`src/rtl/raster_pkg.sv`:
```
// Shared types and constants for the triangle dispatch path in front of the rasterizer.
package raster_pkg;

    localparam int TRI_W    = 360;
    localparam int FB_W     = 26;
    localparam int SCREEN_W = 640;
    localparam int SCREEN_H = 480;

    // Screen-space triangle, MSB first: nine 32-bit coordinates then three 24-bit RGB colours.
    typedef struct packed {
        logic [31:0] x1;
        logic [31:0] y1;
        logic [31:0] z1;
        logic [31:0] x2;
        logic [31:0] y2;
        logic [31:0] z2;
        logic [31:0] x3;
        logic [31:0] y3;
        logic [31:0] z3;
        logic [23:0] color1;
        logic [23:0] color2;
        logic [23:0] color3;
    } triangle_t;

    typedef enum logic [1:0] {
        ST_IDLE      = 2'd0,
        ST_ISSUE     = 2'd1,
        ST_WAIT      = 2'd2,
        ST_FLIP_WAIT = 2'd3
    } dispatch_state_t;

    function automatic logic [15:0] sat_inc16(input logic [15:0] v);
        return (v == 16'hFFFF) ? v : v + 16'd1;
    endfunction

endpackage

```
`src/rtl/raster_dispatch_tri_fifo.sv`:
```
// Synchronous FIFO with registered occupancy count; head is read combinationally from storage.
module tri_fifo #(
    parameter int WIDTH = 361,
    parameter int DEPTH = 4
) (
    input  logic             clock,
    input  logic             reset,
    input  logic             push_i,
    input  logic [WIDTH-1:0] data_i,
    input  logic             pop_i,
    output logic [WIDTH-1:0] data_o,
    output logic             full_o,
    output logic             empty_o
);

    localparam int AW = (DEPTH > 1) ? $clog2(DEPTH) : 1;

    logic [WIDTH-1:0] mem_q [DEPTH];
    logic [AW-1:0]    wr_ptr_q;
    logic [AW-1:0]    rd_ptr_q;
    logic [AW:0]      count_q;
    logic             do_push_s;
    logic             do_pop_s;

    assign full_o    = (count_q == (AW+1)'(DEPTH));
    assign empty_o   = (count_q == '0);
    assign do_push_s = push_i && !full_o;
    assign do_pop_s  = pop_i && !empty_o;
    assign data_o    = mem_q[rd_ptr_q];

    // Storage write; contents need no reset because the count gates every read.
    always_ff @(posedge clock) begin
        if (do_push_s) begin
            mem_q[wr_ptr_q] <= data_i;
        end
    end

    // Pointers wrap naturally at DEPTH (power of two); count tracks occupancy.
    always_ff @(posedge clock or negedge reset) begin
        if (!reset) begin
            wr_ptr_q <= '0;
            rd_ptr_q <= '0;
            count_q  <= '0;
        end else begin
            if (do_push_s) begin
                wr_ptr_q <= wr_ptr_q + AW'(1'b1);
            end
            if (do_pop_s) begin
                rd_ptr_q <= rd_ptr_q + AW'(1'b1);
            end
            case ({do_push_s, do_pop_s})
                2'b10:   count_q <= count_q + (AW+1)'(1'b1);
                2'b01:   count_q <= count_q - (AW+1)'(1'b1);
                default: count_q <= count_q;
            endcase
        end
    end

endmodule

```
`src/rtl/raster_dispatch.sv`:
```
// Triangle dispatch controller: queues triangles, issues one at a time to the rasterizer,
// and flips the double-buffered frame buffer once a frame's last triangle completes.
module raster_dispatch
    import raster_pkg::*;
#(
    parameter int              DEPTH    = 4,
    parameter logic [FB_W-1:0] FB_BASE0 = 26'h000_0000,
    parameter logic [FB_W-1:0] FB_BASE1 = 26'h004_B000
) (
    input  logic              clock,
    input  logic              reset,
    input  logic              tri_in_valid,
    output logic              tri_in_ready,
    input  logic [TRI_W-1:0]  tri_in_data,
    input  logic              tri_in_last,
    output logic              rast_valid,
    input  logic              rast_ready,
    output logic [TRI_W-1:0]  rast_data,
    output logic [FB_W-1:0]   rast_addr,
    input  logic              rast_done,
    input  logic              swap_req,
    output logic [FB_W-1:0]   front_base,
    output logic              frame_done,
    output logic [15:0]       tri_count
);

    dispatch_state_t  state_q, state_d;
    logic             last_q, last_d;
    logic             rast_valid_q, rast_valid_d;
    logic [TRI_W-1:0] rast_data_q, rast_data_d;
    logic [FB_W-1:0]  back_q, back_d;
    logic [FB_W-1:0]  front_q, front_d;
    logic             frame_done_q, frame_done_d;
    logic [15:0]      tri_count_q, tri_count_d;

    logic             fifo_pop_s;
    logic [TRI_W:0]   fifo_head_s;
    logic             fifo_full_s;
    logic             fifo_empty_s;

    tri_fifo #(
        .WIDTH (TRI_W + 1),
        .DEPTH (DEPTH)
    ) u_fifo (
        .clock   (clock),
        .reset   (reset),
        .push_i  (tri_in_valid),
        .data_i  ({tri_in_data, tri_in_last}),
        .pop_i   (fifo_pop_s),
        .data_o  (fifo_head_s),
        .full_o  (fifo_full_s),
        .empty_o (fifo_empty_s)
    );

    assign tri_in_ready = !fifo_full_s;
    assign rast_valid   = rast_valid_q;
    assign rast_data    = rast_data_q;
    assign rast_addr    = back_q;
    assign front_base   = front_q;
    assign frame_done   = frame_done_q;
    assign tri_count    = tri_count_q;

    // Next-state and output-register logic for the dispatch FSM.
    always_comb begin
        state_d      = state_q;
        last_d       = last_q;
        rast_valid_d = rast_valid_q;
        rast_data_d  = rast_data_q;
        back_d       = back_q;
        front_d      = front_q;
        frame_done_d = 1'b0;
        tri_count_d  = tri_count_q;
        fifo_pop_s   = 1'b0;

        case (state_q)
            ST_IDLE: begin
                if (!fifo_empty_s) begin
                    state_d = ST_ISSUE;
                end else begin
                    state_d = ST_IDLE;
                end
            end
            ST_ISSUE: begin
                // First ISSUE cycle loads the output registers; the head cannot move until we pop.
                if (!rast_valid_q) begin
                    rast_valid_d = 1'b1;
                    rast_data_d  = fifo_head_s[TRI_W:1];
                end else if (rast_ready) begin
                    rast_valid_d = 1'b0;
                    fifo_pop_s   = 1'b1;
                    last_d       = fifo_head_s[0];
                    state_d      = ST_WAIT;
                end else begin
                    state_d = ST_ISSUE;
                end
            end
            ST_WAIT: begin
                if (rast_done) begin
                    tri_count_d = sat_inc16(tri_count_q);
                    if (last_q) begin
                        state_d = ST_FLIP_WAIT;
                    end else if (!fifo_empty_s) begin
                        state_d = ST_ISSUE;
                    end else begin
                        state_d = ST_IDLE;
                    end
                end else begin
                    state_d = ST_WAIT;
                end
            end
            ST_FLIP_WAIT: begin
                if (swap_req) begin
                    back_d       = front_q;
                    front_d      = back_q;
                    frame_done_d = 1'b1;
                    tri_count_d  = 16'd0;
                    last_d       = 1'b0;
                    state_d      = ST_IDLE;
                end else begin
                    state_d = ST_FLIP_WAIT;
                end
            end
            default: begin
                state_d = ST_IDLE;
            end
        endcase
    end

    // State and registered outputs; reset drops any in-flight triangle without flipping.
    always_ff @(posedge clock or negedge reset) begin
        if (!reset) begin
            state_q      <= ST_IDLE;
            last_q       <= 1'b0;
            rast_valid_q <= 1'b0;
            rast_data_q  <= '0;
            back_q       <= FB_BASE0;
            front_q      <= FB_BASE1;
            frame_done_q <= 1'b0;
            tri_count_q  <= 16'd0;
        end else begin
            state_q      <= state_d;
            last_q       <= last_d;
            rast_valid_q <= rast_valid_d;
            rast_data_q  <= rast_data_d;
            back_q       <= back_d;
            front_q      <= front_d;
            frame_done_q <= frame_done_d;
            tri_count_q  <= tri_count_d;
        end
    end

endmodule

```
`config.mk`:
```
export PLATFORM = sky130hd
export DESIGN_NAME = raster_dispatch
export DESIGN_NICKNAME = d
export VERILOG_FILES = /design/src/rtl/raster_pkg.sv /design/src/rtl/raster_dispatch_tri_fifo.sv /design/src/rtl/raster_dispatch.sv
export SDC_FILE = /design/constraint.sdc
export NUM_CORES = 1
export LEC_CHECK = 0
export BUFFER_PORTS_ARGS = -buffer_cell sky130_fd_sc_hd__buf_2
export CAP_MARGIN = 20
export CORE_MARGIN = 1.5
export CORE_UTILIZATION = 58
export CTS_CLUSTER_DIAMETER = 80
export DETAILED_ROUTE_END_ITERATION = 10
export GPL_TIMING_DRIVEN = 0
export PLACE_DENSITY_LB_ADDON = 0.15
export SLEW_MARGIN = 0
export SYNTH_ARGS = -nofsm -noshare
export SYNTH_HDL_FRONTEND = slang
export SYNTH_HIERARCHICAL = 1
export SYNTH_SLANG_ARGS = --single-unit
```
`constraint.sdc`:
```
create_clock -name clock -period 12.07 [get_ports clock]
set_input_delay 1.207 -clock clock [delete_from_list [all_inputs] [get_ports clock]]
set_output_delay 1.207 -clock clock [all_outputs]
set_load 0.005 [all_outputs]
```
# After elaboration in Yosys (flattened, before gate mapping)
# Memories as Yosys holds them, arrays and structs flattened.
# Cells that the tools add are included.
# word_totals
reg_bits	440
ramBits	1444
in_bits	367
out_inout_bits	431
mem_count	1
# mem_list
memory	words	word_bits	rd	rd_ports_with_merged_regs	write_ports	line_no	rtl
u_fifo.mem_q	4	361	1	0	1	raster_dispatch_tri_fifo.sv:18	logic [WIDTH-1:0] mem_q [DEPTH];
# op_classes
add_sub_neg	5
n_eq_ne	12
mux	25
bitwise	1
n_reduce_logical	13
# ops
cell	n
two-way mux 16 bit	3
one-hot mux 16 bit (2 select lines)	1
adder 16 x 1 -> 16 bit, second input constant	1
== test 16 bit, second input constant	1
two-way mux 1 bit	13
two-way mux 2 bit	5
inequality test 2 bit, second input constant	5
one-hot mux 2 bit (4 select lines)	1
AND reduction 4 bit	2
== test 2 bit, second input constant	3
one-hot mux 3 bit (2 select lines)	1
nonzero test 2 bit	3
adder 2 x 1 -> 2 bit, second input constant	2
== test 2 x 1 -> 1 bit, second input constant	2
AND reduction 2 bit	2
adder 3 x 1 -> 3 bit, second input constant	1
== test 3 bit, second input constant	1
logical NOT 3 bit	1
subtractor 3 x 1 -> 3 bit, second input constant	1
logical AND 1 bit	2
logical NOT 1 bit	2
logical NOT 2 bit	1
one-hot mux 1 bit (2 select lines)	1
inverter 1 bit	1

# Logic depth before layout (Yosys ltp)
# Gate-level depths: netlist of the first run.
# depth
word_depth	6
ltp_mapped	9

# Modules after synthesis
# Netlist of the first run, hierarchy kept.
# modules_own_cells
mod	n_inst	cells_per_inst	area_each_um2
tri_fifo	1	1923	52367.7
raster_dispatch	1	1119	16542.1

# Worst setup path after synthesis of the first run
# OpenSTA, ideal clock, no wires.
# synth_timing
path_kind	input -> register
from	input tri_in_valid
to	memory u_fifo.mem_q[0][0] (enable)
setup_time_ns	0.770
arrival_time_ns	9.733
required_ns	11.300
path_slack_ns	1.567
path_stages	2
n_path_buf	0
cell_sequence	nor2b_1 > and2_1
# synth_via
elab_chain_cells	3
# synth_lines
element	line_no	rtl
from (decl)	raster_dispatch.sv:12	input logic tri_in_valid,
logical AND 1 bit	raster_dispatch_tri_fifo.sv:27	assign do_push_s = push_i && !full_o;
two-way mux 1 bit	raster_dispatch_tri_fifo.sv:33	if (do_push_s) begin
two-way mux 1 bit (not written as such)	raster_dispatch_tri_fifo.sv:34	mem_q[wr_ptr_q] <= data_i;
to (decl)	raster_dispatch_tri_fifo.sv:18	
# Every way passes these cells.

# Worst setup path after layout of the first run
# layout_timing
from	register u_fifo.count_q[2]
to	memory u_fifo.mem_q[2][297] (enable)
# layout_via
elab_chain_cells	5
# layout_lines
element	line_no	rtl
from (decl)	raster_dispatch_tri_fifo.sv:21	logic [AW:0] count_q;
from (signal assigned)	raster_dispatch_tri_fifo.sv:52	2'b10: count_q <= count_q + (AW+1)'(1'b1);
from (signal assigned)	raster_dispatch_tri_fifo.sv:53	2'b01: count_q <= count_q - (AW+1)'(1'b1);
from (signal assigned)	raster_dispatch_tri_fifo.sv:54	default: count_q <= count_q;
== test 3 bit	raster_dispatch_tri_fifo.sv:25	assign full_o = (count_q == (AW+1)'(DEPTH));
named net fifo_full_s	raster_dispatch.sv:38	logic fifo_full_s;
logical NOT 1 bit	raster_dispatch_tri_fifo.sv:27	
logical AND 1 bit	raster_dispatch_tri_fifo.sv:27	
two-way mux 1 bit	raster_dispatch_tri_fifo.sv:33	
two-way mux 1 bit (not written as such)	raster_dispatch_tri_fifo.sv:34	
# The timed path passes the listed nets, and every way through them passes these cells.

==> results of run 1 <==
## power groups by stage
stage	Clock (uW)	Combinational [uW]	Sequential (uW)
after global routing	5920	6200	9430
after global placement	0	5600	10200
final	5570	5780	9280
after detailed placement	0	5880	9400
after CTS	5670	5900	9290
after floorplan	0	3480	9790
## cells in the final DEF, fill, tap and decap left out, types with 8 or more instances in the layout
master / instances
dfrtp_1: 436
inv_1: 15
buf_4: 40
diode_2: 42
nand2_1: 171
clkinv_2: 28
buf_1: 12
buf_6: 12
buf_16: 33
bufinv_16: 8
buf_2: 844
edfxtp_1: 1444
nor2_1: 12
o21ai_0: 8
mux4_2: 361
clkbuf_16: 184
clkinv_1: 27
clkbuf_8: 23
mux2_2: 362
clkbuf_1: 80
## per-layer routing
metal  part of all wire  vias up  routed length [um]
li1                   -    14400                   -
met1               0.37    17500               57500
met2               0.49     1189               75400
met3              0.087      373               13400
met4              0.045       66                6870
met5             0.0027        -                 413
## metrics by stage
step / hold slack, ns / util / setup slack [ns] / total power, uW / instances
4_1_cts: 0.400 / 0.693 / 8.92 / 20900 / 5757
5_1_grt: 0.414 / 0.694 / 8.75 / 21500 / 5785
3_5_place_dp: 0.466 / 0.643 / 8.22 / 15300 / 5411
3_3_place_gp: 0.455 / 0.634 / -5.78 / 15800 / 5375
6_report: 0.383 / 0.694 / 8.95 / 20600 / 5800
2_1_floorplan: 0.456 / - / 1.57 / 13300 / 3042
## how the worst min path moves through the flow
stage / from / slack (ns) / cells after the start / end
6_report: reset / 0.38 / 1 / rast_data[146]
5_1_grt: reset / 0.41 / 1 / rast_data[146]
4_1_cts: reset / 0.40 / 1 / rast_data[141]
3_5_place_dp: front_base[13] / 0.47 / 2 / front_base[13]
3_3_place_gp: front_base[15] / 0.46 / 2 / front_base[15]
2_1_floorplan: front_base[12] / 0.46 / 2 / front_base[12]
## final cells by class
class | instances | area share
repair buffers | 834 | 0.0607
clock buffers | 262 | 0.0625
multi-input cells | 1006 | 0.167
inverters | 16 | 0.000734
clock inverters | 84 | 0.0101
well taps | 1536 | 0.0235
diodes | 42 | 0.00128
plain buffers | 136 | 0.00993
flip-flops and latches | 1884 | 0.664
## cells by family (layout without fill, tap and decap cells)
family                     Yosys count  in the layout  share of synthesized area
AOI/OAI and AO/OA                   46             46                    0.00459
buffers and inverters              152           1332                     0.0127
muxes                              728            728                      0.178
DFF                               1884           1884                      0.789
adders and majority gates            7              7                    0.00138
and+or+nand+nor                    219            219                     0.0136
other                                0             42                          0
xor gates and xnor gates             6              6                   0.000763
## state kept, by name, summed over array words and instances, names as in the netlist
| signal | flops |
|---|---|
| u_fifo/mem_q | 1444 |
| rast_data | 360 |
| front_base | 26 |
| rast_addr | 26 |
| tri_count | 16 |
| u_fifo/count_q | 3 |
| state_q | 2 |
| u_fifo/rd_ptr_q | 2 |
| u_fifo/wr_ptr_q | 2 |
| frame_done | 1 |
| last_q | 1 |
| rast_valid | 1 |
## critical path: stages (launching register included)
cell     delay, ns
dfrtp_1       0.41
nor3b_1       0.17
nor2b_1       0.47
and2_4        0.68
buf_16        0.33
buf_16        0.31
buf_16        0.30
==> flow_summary_export.csv, run 1 <==
group,metric,value,unit
run_status,status,"finished, final reports clean",
clocking,cts_buffers,184,
setup_path,end_kind,"flip-flop",
setup_path,crit_start,"u_fifo/count_q[2]",
grt,grtUsageMet2,0.407,
layout,multi_input_area,13700,um^2
layout,ff_latch_area,54400,um^2
floorplan,rows,126,
grt,grt_use_met1,0.325,
clocking,cts_tree,"yes",
power,swShare,0.285,
route,firstDrtPassIters,5,
sta,period_needed,3.12,ns
clocking,cts-resized-gates,0,
sta,max_freq,320,MHz
floorplan,die-area,121000,um^2
grt,grt_remaining_overflow,0,
synthesis,ys_top_cells_by_count,"edfxtp_1 (1444), dfrtp_1 (436), mux2_2 (362), mux4_2 (361), nand2_1 (171)",
grt,grt_pass1_vias,34700,
layout,drive_gt1_frac,0.459,
layout,syn_to_final_growth,18.8,%
floorplan,core_region_area,118000,um^2
synthesis,synth_area_leader_cell,"edfxtp_1",
synthesis,synth_top_area_frac,0.629,
floorplan,start_util,0.584,
synthesis,yosysUniqueCellTypes,53,
placed_design,post-dp-hpwl,100,mm
sta,relSlewSlack,0.294,
power,p_comb_frac,0.280,
power,pwr-share-seq,0.450,
sta,setup_viol,0,
clocking,htree_levels,4,
grt,top_usage_layer,"met2",
synthesis,seq_area_frac_synth,0.789,
setup_path,r2r_slack,8.95,ns
setup_path,endpoint,"u_fifo/mem_q[2][297]",
clocking,cts_setup_buffers,0,
floorplan,io_pins,798,
clocking,clkLatencyLatePin,0.81,ns
sta,hold_viol,0,
setup_path,required,12.54,ns
route,wl_per_cell,26.5,um
job,maxCapViolations,0,
setup_path,reg2reg_to,"u_fifo/mem_q[2][297]",
route,drc,0,
synthesis,yosys-top-cells-area,"edfxtp_1 (63%), dfrtp_1 (16%), mux4_2 (12%)",
floorplan,fp.dieH,348,um
placed_design,port-buffer-count,797,
synthesis,synthCells,3042,
placed_design,finalWeightedCongestion,0.817,
route,vias,33500,
sta,tns,0,ns
route,routed_wl,154,mm
power,power_density,252,nW/um^2
grt,grt_max_degree,101,
synthesis,syn_avg_cell_area,22.7,um^2
grt,met3_usage,0.0863,
floorplan,die_w,348,um
grt,grt_pass1_wl,226,mm
power,internal_power,14700,uW
synthesis,synth_area,68900,um^2
setup_path,arrival,3.59,ns
setup_path,rr_worst_depth,6,
clocking,cts.path.max_buffers,3,
layout,fin_area,81900,um^2
power,switching_power,5880,uW
route,drt_iter0_markers,2464,
route,vias_per_cell,5.78,
synthesis,syn-num-nets,3416,
clocking,numClockSinks,1884,
synthesis,ys_async_sr_fraction,0.234,
worst_hold_path,hold_path.class,"in -> async",
clocking,cts.clk_slew.worst_paths,0.06,ns
clocking,cts-hold-fix-buffers,0,
sta,timing.final.crit_share,0.259,
layout,fillers,7415,
setup_path,crit_type,"reg -> reg",
sta,rsz0062_at_grt,"false",
setup_path,crit_fanout,46,
grt,grt_usage,0.257,
grt,antenna_found_initial,85,
sta,tightest_slew,1.06,ns
power,ir_drop,170,uV
sta,fin_skew,0.0379,ns
power,p_leak,0.0301,uW
synthesis,synth_edf_count,1444,
synthesis,synth-main-ff-cell,"edfxtp_1",
route,antenna_left,0,
synthesis,ys_seq_elements,1884,
setup_path,r2r_start,"u_fifo/count_q[2]",
synthesis,yosysWarnings,6,
layout,fin_nets,4436,
sta,slew_violations,0,
synthesis,yosysMostFrequentCell,"edfxtp_1",
setup_path,startpoint_type,"flip-flop",
power,p_clk_frac,0.270,
clocking,clock-root-buffer,"clkbuf_16",
placed_design,dpl-instance-area,75800,um^2
(Power assumes the default switching activity.)
==> run 2, diff against run 1 <==
Settings changed: CORE_UTILIZATION 58 to 52.
Clock period 12.07 ns to 2.6 ns, I/O delays scaled along.
==> flow_summary_export.csv, run 2 (synthesized netlist as in run 1, its figures left out) <==
group,metric,value,unit
floorplan,fp.dieH,367,um
route,firstDrtPassIters,7,
power,switching_power,27700,uW
setup_path,crit_fanout,94,
layout,largest_register_ff_count,1444,
floorplan,io_pins,798,
setup_path,crit_top_cell,"buf_16",
sta,tns,0,ns
route,wl_per_cell,25.0,um
grt,grt_remaining_overflow,0,
clocking,numClockSinks,1884,
sta,slew_violations,0,
floorplan,die-area,135000,um^2
route,drt_iter0_markers,2614,
layout,layout_commonest_cell,"edfxtp_1",
floorplan,core_region_area,131000,um^2
power,swShare,0.283,
layout,final_cell_mix,"edfxtp_1 (1444), buf_2 (844), dfrtp_1 (436)",
route,vias,34800,
sta,hold_viol,0,
clocking,cts.path.max_buffers,3,
worst_hold_path,hold_path.class,"in -> async",
power,internal_power,70200,uW
clocking,clock-root-buffer,"clkbuf_16",
floorplan,die_w,367,um
setup_path,critical_path.top_delay_family,"buffers and inverters",
power,pwr-share-seq,0.440,
clocking,cts.clk_slew.worst_paths,0.06,ns
grt,grt_pass1_vias,36700,
setup_path,end_kind,"flip-flop",
sta,relSlewSlack,0.393,
setup_path,path_cells,"nor3b_1, nor2b_4, and2_4, buf_16, buf_16, buf_16",
layout,fin_nets,4819,
clocking,clkLatencyLatePin,0.81,ns
layout,drive_gt1_frac,0.428,
clocking,cts_buffers,188,
setup_path,cpPeakStageDelay,0.42,ns
clocking,htree_levels,4,
power,p_clk_frac,0.278,
grt,grt_pass1_wl,238,mm
run_status,status,"finished, final reports clean",
power,p_leak,0.0319,uW
route,drc,0,
grt,grt_usage,0.239,
sta,timing.final.crit_share,0.962,
sta,rsz0062_at_grt,"false",
placed_design,finalWeightedCongestion,0.829,
setup_path,crit_type,"reg -> reg",
placed_design,post-dp-hpwl,103,mm
grt,grtUsageMet2,0.394,
clocking,cts_tree,"yes",
sta,period_needed,2.50,ns
setup_path,arrival,2.93,ns
layout,syn_to_final_growth,25.1,%
sta,fin_skew,0.0280,ns
sta,tightest_slew,0.910,ns
route,antenna_left,0,
grt,top_usage_layer,"met2",
grt,met3_usage,0.0646,
route,routed_wl,160,mm
route,vias_per_cell,5.45,
layout,largest-register,"u_fifo/mem_q",
grt,antenna_found_initial,32,
power,p_comb_frac,0.283,
power,total_power,97900,uW
sta,setup_viol,0,
setup_path,required,3.03,ns
sta,max_freq,400,MHz
grt,grt_max_degree,110,
power,ir_drop,656,uV
setup_path,cp_num_buf_inv,3,
placed_design,port-buffer-count,797,
grt,grt_use_met1,0.309,
setup_path,startpoint_type,"flip-flop",
job,maxCapViolations,0,
floorplan,rows,133,
setup_path,crit_slowest_cell,"dfrtp_1",
power,power_density,1140,nW/um^2
floorplan,start_util,0.524,
==> run 2: changes by cell type in the layout (fill, tap and decap cells not counted), moves of 4 or more <==
cell,delta
bufinv_16,+7
clkbuf_16,+10
clkbuf_1,-6
clkinv_1,-7
diode_2,-23
clkinvlp_4,+4
dlygate4sd3_1,+368
buf_4,+9
==> run 2: layer usage <==
metal,wire [um],part of all wire
met3,10900,0.069
met4,4560,0.029
met1,63200,0.40
met5,213,0.0013
met2,80700,0.51
==> run 2: layout make-up <==
cell class | count | area (um^2)
clock inverters | 84 | 936
repair buffers | 1211 | 8730
diodes | 19 | 47.5
inverters | 16 | 60.1
multi-input cells | 1009 | 13700
clock buffers | 271 | 5370
fillers | 8883 | 45200
well taps | 1755 | 2200
plain buffers | 135 | 812
flip-flops and latches | 1884 | 54400
==> run 2: power groups by stage <==
stage | combinational (uW) | sequential (uW) | clock, uW
after global placement | 26400 | 44400 | 0
after global routing | 29700 | 43700 | 28800
after floorplan | 16200 | 43900 | 0
after CTS | 28400 | 43100 | 27700
after detailed placement | 27600 | 43600 | 0
final | 27700 | 43000 | 27200
==> run 2: worst paths after layout <==
check,depth (start not counted),endpoint,start,slack (ns)
min,2,rast_data[142],reset,0.07
max in group asynchronous,4,rast_data[338],reset,1.04
min reg2reg,2,front_base[18],front_base[18],0.47
max reg2reg,6,u_fifo/mem_q[3][290],u_fifo/count_q[2],0.1
max,6,u_fifo/mem_q[3][290],u_fifo/count_q[2],0.1
min in group clock,2,u_fifo/mem_q[2][82],tri_in_data[81],0.21
==> run 2: timing repair <==
action,4_1_cts,5_1_grt
endpoints found under the setup margin,812,139
gates cloned,3,1
resized for setup,3,0
hold buffers,368,0
endpoints found under the hold margin,1530,0
setup buffers,9,0
pin swaps,4,0
==> run 2: per-stage QoR <==
stage	instance area, um^2	hold slack (ns)	setup slack [ns]	cells	util
finish	86200	0.0718	0.0992	6384	0.656
floorplan	68900	-0.0356	-1.20	3042	-
CTS	86200	0.0574	0.0209	6366	0.656
global placement	75100	0.455	-9.79	5594	0.571
global route	86200	0.0950	0.0105	6379	0.656
detailed placement	76100	0.341	-0.658	5632	0.579
==> run 3, diff against run 2 <==
Settings changed: SYNTH_HIERARCHICAL 1 to unset.
==> flow_summary_export.csv, run 3 <==
group,metric,value,unit
power,p_clk_frac,0.272,
clocking,numClockSinks,1884,
floorplan,fp.dieH,366,um
clocking,cts_buffers,187,
synthesis,seq_area_frac_synth,0.792,
floorplan,start_util,0.523,
synthesis,synth-main-ff-cell,"edfxtp_1",
clocking,clkLatencyLatePin,0.79,ns
grt,grt_pass1_vias,36700,
power,ir_drop,868,uV
setup_path,reg2reg_to,"rast_data[12]",
synthesis,yosysWarnings,0,
layout,fin_area,85900,um^2
power,pwr-share-seq,0.444,
synthesis,syn_avg_cell_area,22.6,um^2
layout,final_cell_mix,"edfxtp_1 (1444), buf_2 (867), dfrtp_1 (436)",
setup_path,path_cells,"clkbuf_1, clkbuf_1, mux4_2, mux2_2",
placed_design,dpl-instance-area,75800,um^2
placed_design,post-dp-hpwl,104,mm
grt,grt_remaining_overflow,0,
layout,largest-register,"u_fifo.mem_q",
route,vias,35000,
placed_design,place_inst,5622,
power,p_leak,0.0317,uW
synthesis,ys_seq_elements,1884,
synthesis,ys_async_sr_fraction,0.234,
sta,rsz0062_at_grt,"false",
layout,layout_commonest_cell,"edfxtp_1",
synthesis,synth_area_leader_cell,"edfxtp_1",
setup_path,r2r_slack,0.13,ns
sta,fin_skew,0.0352,ns
setup_path,crit_fanout,10,
synthesis,synthCells,3032,
job,maxCapViolations,0,
grt,grt_max_degree,105,
clocking,cts.path.max_buffers,3,
synthesis,yosysUniqueCellTypes,43,
clocking,htree_levels,4,
floorplan,io_pins,798,
synthesis,ys_top_cells_by_count,"edfxtp_1 (1444), dfrtp_1 (436), mux2_2 (364), mux4_2 (361), nand2_1 (171)",
clocking,cts_tree,"yes",
clocking,clock-root-buffer,"clkbuf_16",
setup_path,arrival,3.13,ns
setup_path,rr_worst_depth,4,
sta,relSlewSlack,0.353,
layout,largest_register_ff_count,1444,
setup_path,r2r_start,"u_fifo.rd_ptr_q[1]",
setup_path,crit_type,"reg -> reg",
route,drc,0,
setup_path,crit_slowest_cell,"clkbuf_1",
floorplan,rows,133,
synthesis,yosys-top-cells-area,"edfxtp_1 (63%), dfrtp_1 (16%), mux4_2 (12%)",
sta,tns,0,ns
layout,syn_to_final_growth,25.1,%
floorplan,core_region_area,131000,um^2
sta,setup_viol,0,
route,drt_iter0_markers,2667,
setup_path,end_kind,"flip-flop",
synthesis,yosysMostFrequentCell,"edfxtp_1",
sta,max_freq,404,MHz
setup_path,required,3.25,ns
clocking,cts.clk_slew.worst_paths,0.06,ns
floorplan,die-area,134000,um^2
route,routed_wl,162,mm
layout,fin_nets,4805,
setup_path,crit_top_cell,"clkbuf_1",
power,switching_power,27700,uW
route,antenna_left,0,
layout,finalNonFillerCells,6372,
power,power_density,1130,nW/um^2
layout,drive_gt1_frac,0.428,
sta,hold_viol,0,
setup_path,startpoint_type,"flip-flop",
power,internal_power,69300,uW
run_status,status,"finished, final reports clean",
worst_hold_path,hold_path.class,"in -> async",
route,firstDrtPassIters,5,
sta,whs,0.0707,ns
sta,tightest_slew,0.970,ns
setup_path,cpPeakStageDelay,0.67,ns
sta,timing.final.crit_share,0.951,
grt,grt_pass1_wl,240,mm
placed_design,finalWeightedCongestion,0.806,
route,wl_per_cell,25.5,um
sta,slew_violations,0,
power,p_comb_frac,0.284,
synthesis,synth_edf_count,1444,
placed_design,port-buffer-count,797,
grt,grt_usage,0.243,
route,vias_per_cell,5.50,
power,swShare,0.285,
floorplan,die_w,366,um
synthesis,syn-num-nets,3406,
synthesis,synth_area,68600,um^2
sta,period_needed,2.47,ns
synthesis,synth_top_area_frac,0.632,
grt,antenna_found_initial,32,
==> run 3: worst max path at each step <==
stage | startpoint | endpoint | slack (ns) | cells past startpoint
after detailed placement | u_fifo.rd_ptr_q[1] | rast_data[91] | -0.64 | 5
after CTS | u_fifo.wr_ptr_q[0] | u_fifo.mem_q[2][293] | -0.003 | 7
after global placement | reset | rast_data[198] | -9.83 | 1
final | u_fifo.rd_ptr_q[1] | rast_data[12] | 0.13 | 4
after floorplan | u_fifo.wr_ptr_q[0] | u_fifo.mem_q[0][0] | -1.04 | 3
after global routing | state_q[1] | u_fifo.count_q[2] | 0.004 | 9
==> run 3: timing repair <==
action                     in CTS  in global routing
pin swaps                       4                  0
hold endpoints to repair     1534                  0
resized for setup              29                  2
hold buffers                  367                  0
buffers inserted                5                  0
setup endpoints to repair     584                159
gates cloned                    8                  2
==> run 3: per-stage QoR <==
step	total power, uW	util	worst slack [ns]
2_1_floorplan	59700	-	-1.04
3_3_place_gp	70400	0.570	-9.83
3_5_place_dp	70900	0.578	-0.636
4_1_cts	98100	0.654	-0.00331
5_1_grt	101000	0.654	0.00394
6_report	97000	0.654	0.126
==> run 3: routing by layer <==
metal	global-route usage	part of all wire
met5	0	0.00074
met2	0.399	0.50
met1	0.314	0.39
met3	0.0719	0.078
met4	0.0767	0.030
==> run 3: area by class of cell <==
class / count / area [um^2]
buffer: 133 / 636
tap: 1755 / 2200
timing repair buffer: 1210 / 8790
multi-input combinational: 1004 / 13700
antenna: 21 / 52.6
clock buffer: 273 / 5340
sequential: 1884 / 54400
fill: 8833 / 45400
clock inverter: 81 / 762
inverter: 11 / 41.3
==> run 3: worst max-delay path, delay by kind of cell (launching register included) <==
kind                   cells  cell delay [ns]
buffers and inverters      2             1.31
DFF                        1             0.34
muxes                      2             0.69
==> run 3: power groups by stage <==
stage	registers, uW	clock network, uW	logic, uW
after floorplan	43900	0	15800
after global placement	44400	0	26000
after detailed placement	43600	0	27200
after CTS	43100	26900	28200
after global routing	43800	28100	29500
final	43100	26400	27500
==> run 3: kinds of logic after synthesis <==
group / synth area share
simple gates: 0.0137
mux: 0.178
fa+ha+maj: 0.00139
xor+xnor: 0.000766
flops: 0.792
compound gates: 0.00403
buf+inv: 0.00951
